## src/rtl/mips_lsu_pkg.sv

```systemverilog
// rtl/mips_lsu_pkg.sv - shared types and helpers for the MIPS load/store unit
package mips_lsu_pkg;

  typedef enum logic [2:0] {
    LB  = 3'd0,
    LBU = 3'd1,
    LH  = 3'd2,
    LHU = 3'd3,
    LW  = 3'd4,
    SB  = 3'd5,
    SH  = 3'd6,
    SW  = 3'd7
  } lsu_op_t;

  typedef enum logic [1:0] {
    ST_IDLE   = 2'd0,
    ST_ACCESS = 2'd1,
    ST_RESP   = 2'd2,
    ST_ERR    = 2'd3
  } lsu_state_t;

  function automatic logic op_is_store(lsu_op_t op);
    return op inside {SB, SH, SW};
  endfunction

  // All eight encodings are in use today; a future remap that frees an
  // encoding only needs to drop it from this list to get the no-access path.
  function automatic logic op_is_known(lsu_op_t op);
    case (op)
      LB, LBU, LH, LHU, LW, SB, SH, SW: return 1'b1;
      default:                          return 1'b0;
    endcase
  endfunction

endpackage

```

## src/rtl/mips_lsu_if.sv

```systemverilog
// rtl/mips_lsu_if.sv - word-addressed data memory bus between the LSU and memory
interface mips_lsu_if;

  logic        mem_req;
  logic [29:0] mem_addr;
  logic [31:0] mem_data_in;
  logic [3:0]  mem_write_en;
  logic        mem_ready;
  logic [31:0] mem_data_out;
  logic        mem_excpt;

  modport master (
    output mem_req, mem_addr, mem_data_in, mem_write_en,
    input  mem_ready, mem_data_out, mem_excpt
  );

  modport slave (
    input  mem_req, mem_addr, mem_data_in, mem_write_en,
    output mem_ready, mem_data_out, mem_excpt
  );

endinterface

```

## src/rtl/mips_lsu_align.sv

```systemverilog
// rtl/mips_lsu_align.sv - store lane/mask generation and load extract/extend
module mips_lsu_align
  import mips_lsu_pkg::*;
(
  input  lsu_op_t     op,
  input  logic [1:0]  addr_lo,
  input  logic [31:0] wdata,
  input  logic [31:0] rword,
  output logic [31:0] store_data,
  output logic [3:0]  store_mask,
  output logic [31:0] load_data,
  output logic        misaligned
);

  logic [7:0]  rbyte;
  logic [15:0] rhalf;

  // Pick the addressed byte and halfword out of the little-endian read word
  always_comb begin
    rbyte = rword[7:0];
    case (addr_lo)
      2'd0:    rbyte = rword[7:0];
      2'd1:    rbyte = rword[15:8];
      2'd2:    rbyte = rword[23:16];
      default: rbyte = rword[31:24];
    endcase
    rhalf = addr_lo[1] ? rword[31:16] : rword[15:0];
  end

  // Per-op lane replication, byte mask, load extension and alignment check
  always_comb begin
    store_data = '0;
    store_mask = '0;
    load_data  = '0;
    misaligned = 1'b0;
    case (op)
      LB:  load_data = {{24{rbyte[7]}}, rbyte};
      LBU: load_data = {24'b0, rbyte};
      LH: begin
        misaligned = addr_lo[0];
        load_data  = {{16{rhalf[15]}}, rhalf};
      end
      LHU: begin
        misaligned = addr_lo[0];
        load_data  = {16'b0, rhalf};
      end
      LW: begin
        misaligned = |addr_lo;
        load_data  = rword;
      end
      SB: begin
        store_data = {4{wdata[7:0]}};
        store_mask = 4'b0001 << addr_lo;
      end
      SH: begin
        misaligned = addr_lo[0];
        store_data = {2{wdata[15:0]}};
        store_mask = addr_lo[1] ? 4'b1100 : 4'b0011;
      end
      SW: begin
        misaligned = |addr_lo;
        store_data = wdata;
        store_mask = 4'b1111;
      end
      default: ;
    endcase
  end

endmodule

```

## src/rtl/mips_lsu.sv

```systemverilog
// rtl/mips_lsu.sv - load/store unit: request latch, access FSM, timeout and exceptions
module mips_lsu
  import mips_lsu_pkg::*;
#(
  parameter int TIMEOUT_CYCLES = 16
) (
  input  logic        clk,
  input  logic        rst_b,
  input  logic        lsu_valid,
  input  logic [2:0]  lsu_op,
  input  logic [31:0] lsu_addr,
  input  logic [31:0] lsu_wdata,
  output logic        lsu_stall,
  output logic        lsu_done,
  output logic [31:0] lsu_rdata,
  output logic        lsu_adel,
  output logic        lsu_ades,
  output logic        lsu_dbe,
  output logic [31:0] lsu_bad_addr,
  mips_lsu_if.master  mem
);

  localparam int CNT_W = (TIMEOUT_CYCLES > 0) ? $clog2(TIMEOUT_CYCLES + 1) : 1;
  localparam logic [CNT_W-1:0] CNT_MAX = '1;

  lsu_state_t       state_q, state_d;
  lsu_op_t          in_op, op_q, align_op;
  logic [31:0]      addr_q, wdata_q, rdata_q, bad_addr_q;
  logic             adel_q, ades_q, dbe_q;
  logic [CNT_W-1:0] cnt_q;
  logic [1:0]       align_addr_lo;
  logic [31:0]      store_data, load_data;
  logic [3:0]       store_mask;
  logic             misaligned, in_access, timeout_hit, bus_error;

  assign in_op     = lsu_op_t'(lsu_op);
  assign in_access = (state_q == ST_ACCESS);

  // In IDLE the alignment check looks at the incoming request; afterwards
  // everything is driven from the latched copy so the bus stays stable.
  assign align_op      = (state_q == ST_IDLE) ? in_op : op_q;
  assign align_addr_lo = (state_q == ST_IDLE) ? lsu_addr[1:0] : addr_q[1:0];

  mips_lsu_align u_align (
    .op         (align_op),
    .addr_lo    (align_addr_lo),
    .wdata      (wdata_q),
    .rword      (mem.mem_data_out),
    .store_data (store_data),
    .store_mask (store_mask),
    .load_data  (load_data),
    .misaligned (misaligned)
  );

  assign timeout_hit = (TIMEOUT_CYCLES > 0) && (cnt_q == CNT_W'(TIMEOUT_CYCLES - 1));
  // A memory exception beats a same-cycle ready; a late ready beats the timeout.
  assign bus_error   = mem.mem_excpt || (!mem.mem_ready && timeout_hit);

  // State register
  always_ff @(posedge clk or negedge rst_b) begin
    if (!rst_b) state_q <= ST_IDLE;
    else        state_q <= state_d;
  end

  // Next-state decode
  always_comb begin
    state_d = state_q;
    case (state_q)
      ST_IDLE: begin
        if (lsu_valid) begin
          if (!op_is_known(in_op)) state_d = ST_RESP;
          else if (misaligned)     state_d = ST_ERR;
          else                     state_d = ST_ACCESS;
        end
      end
      ST_ACCESS: begin
        if (mem.mem_excpt || mem.mem_ready || timeout_hit) state_d = ST_RESP;
      end
      ST_RESP, ST_ERR: state_d = ST_IDLE;
      default:         state_d = ST_IDLE;
    endcase
  end

  // Request latch, response capture, exception flags and timeout counter
  always_ff @(posedge clk or negedge rst_b) begin
    if (!rst_b) begin
      op_q       <= LB;
      addr_q     <= '0;
      wdata_q    <= '0;
      rdata_q    <= '0;
      adel_q     <= 1'b0;
      ades_q     <= 1'b0;
      dbe_q      <= 1'b0;
      bad_addr_q <= '0;
      cnt_q      <= '0;
    end else begin
      case (state_q)
        ST_IDLE: begin
          if (lsu_valid) begin
            op_q       <= in_op;
            addr_q     <= lsu_addr;
            wdata_q    <= lsu_wdata;
            rdata_q    <= '0;
            adel_q     <= 1'b0;
            ades_q     <= 1'b0;
            dbe_q      <= 1'b0;
            bad_addr_q <= '0;
            cnt_q      <= '0;
            if (op_is_known(in_op) && misaligned) begin
              adel_q     <= !op_is_store(in_op);
              ades_q     <= op_is_store(in_op);
              bad_addr_q <= lsu_addr;
            end
          end
        end
        ST_ACCESS: begin
          if (bus_error) begin
            dbe_q      <= 1'b1;
            bad_addr_q <= addr_q;
          end else if (mem.mem_ready && !op_is_store(op_q)) begin
            rdata_q <= load_data;
          end
          if (cnt_q != CNT_MAX) cnt_q <= cnt_q + 1'b1;
        end
        default: ;
      endcase
    end
  end

  assign lsu_done     = (state_q == ST_RESP) || (state_q == ST_ERR);
  assign lsu_stall    = lsu_valid & ~lsu_done;
  assign lsu_rdata    = lsu_done ? rdata_q : '0;
  assign lsu_adel     = lsu_done & adel_q;
  assign lsu_ades     = lsu_done & ades_q;
  assign lsu_dbe      = lsu_done & dbe_q;
  assign lsu_bad_addr = bad_addr_q;

  assign mem.mem_req      = in_access;
  assign mem.mem_addr     = addr_q[31:2];
  assign mem.mem_data_in  = in_access ? store_data : '0;
  assign mem.mem_write_en = (in_access && op_is_store(op_q)) ? store_mask : 4'b0000;

endmodule

```

## src/flat_wrapper.sv

```systemverilog
// flat-port wrapper written by rule: the top's interface ports become plain ports
module mips_lsu_flat import mips_lsu_pkg::*;
#(
  parameter int TIMEOUT_CYCLES = 16
)
  (clk, rst_b, lsu_valid, lsu_op, lsu_addr, lsu_wdata, lsu_stall, lsu_done, lsu_rdata, lsu_adel, lsu_ades, lsu_dbe, lsu_bad_addr, mem_mem_req, mem_mem_addr, mem_mem_data_in, mem_mem_write_en, mem_mem_ready, mem_mem_data_out, mem_mem_excpt);
  mips_lsu_if mem_i ();
  input  logic clk;
  input  logic rst_b;
  input  logic lsu_valid;
  input  logic [2:0] lsu_op;
  input  logic [31:0] lsu_addr;
  input  logic [31:0] lsu_wdata;
  output logic lsu_stall;
  output logic lsu_done;
  output logic [31:0] lsu_rdata;
  output logic lsu_adel;
  output logic lsu_ades;
  output logic lsu_dbe;
  output logic [31:0] lsu_bad_addr;
  output wire logic [$bits(mem_i.mem_req)-1:0] mem_mem_req;
  output wire logic [$bits(mem_i.mem_addr)-1:0] mem_mem_addr;
  output wire logic [$bits(mem_i.mem_data_in)-1:0] mem_mem_data_in;
  output wire logic [$bits(mem_i.mem_write_en)-1:0] mem_mem_write_en;
  input wire logic [$bits(mem_i.mem_ready)-1:0] mem_mem_ready;
  input wire logic [$bits(mem_i.mem_data_out)-1:0] mem_mem_data_out;
  input wire logic [$bits(mem_i.mem_excpt)-1:0] mem_mem_excpt;
  assign mem_mem_req = mem_i.mem_req;
  assign mem_mem_addr = mem_i.mem_addr;
  assign mem_mem_data_in = mem_i.mem_data_in;
  assign mem_mem_write_en = mem_i.mem_write_en;
  assign mem_i.mem_ready = mem_mem_ready;
  assign mem_i.mem_data_out = mem_mem_data_out;
  assign mem_i.mem_excpt = mem_mem_excpt;
  mips_lsu #(.TIMEOUT_CYCLES(TIMEOUT_CYCLES)) u_core (.clk(clk), .rst_b(rst_b), .lsu_valid(lsu_valid), .lsu_op(lsu_op), .lsu_addr(lsu_addr), .lsu_wdata(lsu_wdata), .lsu_stall(lsu_stall), .lsu_done(lsu_done), .lsu_rdata(lsu_rdata), .lsu_adel(lsu_adel), .lsu_ades(lsu_ades), .lsu_dbe(lsu_dbe), .lsu_bad_addr(lsu_bad_addr), .mem(mem_i));
endmodule
```

## config.mk

```make
export PLATFORM = sky130hd
export DESIGN_NAME = mips_lsu_flat
export DESIGN_NICKNAME = d
export VERILOG_FILES = /design/src/rtl/mips_lsu_pkg.sv /design/src/rtl/mips_lsu_if.sv /design/src/rtl/mips_lsu_align.sv /design/src/rtl/mips_lsu.sv /design/src/flat_wrapper.sv
export SDC_FILE = /design/constraint.sdc
export NUM_CORES = 1
export LEC_CHECK = 0
export ABC_AREA = 0
export ABC_CLOCK_PERIOD_IN_PS = 5550
export CAP_MARGIN = 20
export CORE_UTILIZATION = 52
export CTS_BUF_LIST = sky130_fd_sc_hd__clkbuf_4 sky130_fd_sc_hd__clkbuf_8
export DETAILED_ROUTE_END_ITERATION = 10
export HOLD_SLACK_MARGIN = 0.15
export PLACE_DENSITY = 0.88
export SYNTH_ARGS = -nofsm -noshare
export SYNTH_HDL_FRONTEND = slang
export SYNTH_SLANG_ARGS = --single-unit
```

## constraint.sdc

```tcl
create_clock -name clk -period 5.55 [get_ports clk]
set_input_delay 0.555 -clock clk [delete_from_list [all_inputs] [get_ports clk]]
set_output_delay 0.555 -clock clk [all_outputs]
set_load 0.005 [all_outputs]
```

==> results.txt <==
largest family of logic cells by synthesized area - simple AND/OR/NAND/NOR gates
period utilisation layout - 76.8%
net switching power figure - 0.00217 W
Initial Utilization - 53.8%
Port Buf Inserts - 239
Largest stage delay, worst path - 0.70 ns
PnR worst setup slack - 1.29 ns
power per cell area - 523 nW/µm²
setup violators final - 0
hold-fix buffers at CTS - 0
post-synth top area cell - dfrtp_1
Tightest Hold Check Type - in -> async
Sw Ratio - 40.7%
Die Wd - 122 µm
cts repair resizes - 0
DRC viols - 0
Seq pwr share - 35.1%
crit path max fanout - 30
I/O pin count - 240
synth top area cells - dfrtp_1 47%, nand2_1 12%, and2_1 3.7%
mux cell area share after synthesis - 3.17%
CTS HTree Levels - 4
maxcap violations - 0
Worst Max-Slew Pin Slew - 1.05 ns
vias in the first global route - 6715
Synth Area in Simple Gates - 23.9%
Total Nets Final - 1133
clock tree buffer depth - 2
synthesized area per cell - 8.92 µm²
RSZ-0062 raised after global routing - no
wire length of the first global-routing pass - 35200 µm
Slew Limit Fails - 0
CP Data Required Time - 4.99 ns
Clock Tree Root - clkbuf_8
Core Area - 14000 µm²
global route overflow - 0
xor/xnor share of the synthesized area - 0.233%
clock share of power - 16.1%
DR WL/cell - 18.5 µm
complex-gate fraction of the synthesized area - 18.6%
Setup TNS Final - 0 ns
pre-CTS setup slack - 1.80 ns
Crit. Startpoint - u_core.state_q[1]$_DFFE_PN0P_
P&R area growth vs syn - 35.2%
Final min period - 4.26 ns
die area - 15000 µm²
CTS tree - done
All-Layer GR Usage - 30.6%
standard-cell rows - 43
Via-to-Cell Ratio - 5.84
1st-iter DRT viols - 958
DRT antenna net count - 0
top-area cell type share of the netlist area - 46.9%
syn nets - 951
Post-Route WL - 22600 µm
Cell Area, Synth - 7530 µm²
clock latency on the worst-skew pair - 0.46 ns
via count - 7121
drt pass-1 iters - 5
Worst Setup End Kind - output pin
diode count - 0
asr flop ratio synth - 100%
LEAKAGE - 4.64 nW
Max Clk Rate - 235 MHz
TritonCTS Buffers - 17
sequential fraction of the synthesis area - 46.9%
Synth Register Bits - 141
share of layout cells above drive strength 1 - 6.93%
R2R depth - 9
VDD IR max - 0.000384 V
clock-pin slew on the worst setup and hold paths - 0.08 ns
post-synth cell types - 68
Syn Inst Count - 844
total setup buffers inserted after CTS - 0
CP cell instances - buf_4, nand2b_4, inv_1, nand2_1, nor3_2, a22o_1, clkdlybuf4s50_1
commonest non-fill, non-tap cells in the layout - 238 x nand2_1, 238 x clkdlybuf4s50_1, 141 x dfrtp_1
antenna violations before repair - 0
Synth Area in Adders - 0.498%
Sink Count - 141
Clock Skew - 0.0138 ns
outcome - finished, final reports clean
largest net degree at the start of global routing - 81
Die Y-Extent - 122 µm
WS Path Type - reg -> out
Logic pwr share - 48.8%
Internal Pwr Total - 0.00316 W
placed wire-length estimate - 15200 µm
Top FF cell, synth - dfrtp_1
endpoints failing hold - 0
Slew headroom - 29.4%
Ys Warns - 0
crit path DAT - 3.71 ns
Critical Path Start Type - flip-flop
Fillers - 1059
critical path's slowest cell - dfrtp_1
Worst R2R Start - u_core.state_q[1]$_DFFE_PN0P_
GP Congestion - 0.873
number of synthesized flops with an enable pin - 0
==> metal layers <==
metal / up-vias / GRT usage, % / wire [µm]
met4: 0 / 11.0 / 485
met5: - / 0 / 0
met2: 397 / 47.5 / 10500
met1: 3397 / 40.6 / 9200
met3: 49 / 9.34 / 2370
li1: 3278 / - / -
==> final cells by class <==
type | count | area (µm²) | area share [%]
inverter | 4 | 15.0 | 0.148
timing repair buffer | 250 | 2500 | 24.5
clock buffer | 24 | 305 | 3.00
multi-input combinational | 612 | 3500 | 34.4
sequential | 141 | 3530 | 34.7
tap | 180 | 225 | 2.21
clock inverter | 8 | 106 | 1.04
==> power by group through the flow <==
| stage | clock network (W) | logic (W) | registers (W) |
|---|---|---|---|
| floorplan | 0 | 0.00171 | 0.00173 |
| global placement | 0 | 0.00249 | 0.00186 |
| detailed placement | 0 | 0.00256 | 0.00187 |
| CTS | 0.000869 | 0.00258 | 0.00186 |
| global route | 0.000916 | 0.00284 | 0.00191 |
| finish | 0.000857 | 0.00260 | 0.00187 |
==> kinds of logic (layout without fill, tap and decap cells) <==
| kind of cell | Yosys count | in the layout |
|---|---|---|
| fa+ha+maj | 3 | 3 |
| mux | 20 | 20 |
| simple gates | 398 | 398 |
| compound gates | 189 | 189 |
| flops | 141 | 141 |
| xor+xnor | 2 | 2 |
| buf+inv | 91 | 286 |
==> stage by stage <==
step                cell area, µm²  instances  utilization [%]  hold WS [ns]  total power, W
detailed placement            9740       1186             69.6         0.464         0.00443
global route                 10200       1219             72.8         0.192         0.00567
floorplan                     7530        844                -         0.259         0.00344
global placement              9740       1186             69.6         0.455         0.00435
finish                       10200       1219             72.8         0.138         0.00533
CTS                          10200       1218             72.6         0.157         0.00530
==> flip-flops by register name, summed over array words and instances, names as in the netlist <==
signal,flops
u_core.adel_q,1
u_core.op_q,3
u_core.wdata_q,32
u_core.lsu_bad_addr,32
u_core.state_q,2
u_core.cnt_q,5
u_core.ades_q,1
u_core.dbe_q,1
u_core.rdata_q,32
u_core.addr_q,32
==> worst paths after layout <==
| check | endpoint | slack (ns) |
|---|---|---|
| max | mem_mem_data_in[19] | 1.29 |
| min | u_core.wdata_q[4]$_DFFE_PN0P_ | 0.14 |
| max reg2reg | u_core.rdata_q[12]$_DFFE_PN0P_ | 2.19 |
| min reg2reg | u_core.ades_q$_DFFE_PN0P_ | 0.48 |
| max in group asynchronous | u_core.wdata_q[26]$_DFFE_PN0P_ | 4.09 |
| min in group clk | u_core.ades_q$_DFFE_PN0P_ | 0.48 |
==> synthesized netlist by cell type (all sizes together), types with 11 or more instances <==
library cell and number:
dfrtp 141, nor2 65, buf 45, clkbuf 42
and2 46, a2bb2oi 12, o21ai 28, a21oi 36
nand2 238, nor3 13, mux2i 12, o22ai 32
and3 11
==> worst max-delay path, delay by kind of cell (launching register included) <==
kind | cells | cell delay [ns]
AO/OA/AOI/OAI | 1 | 0.25
buffers and inverters | 3 | 0.98
flip-flops | 1 | 0.70
AND/OR/NAND/NOR | 3 | 1.31
Note: power is estimated with default switching activity, not from simulation.
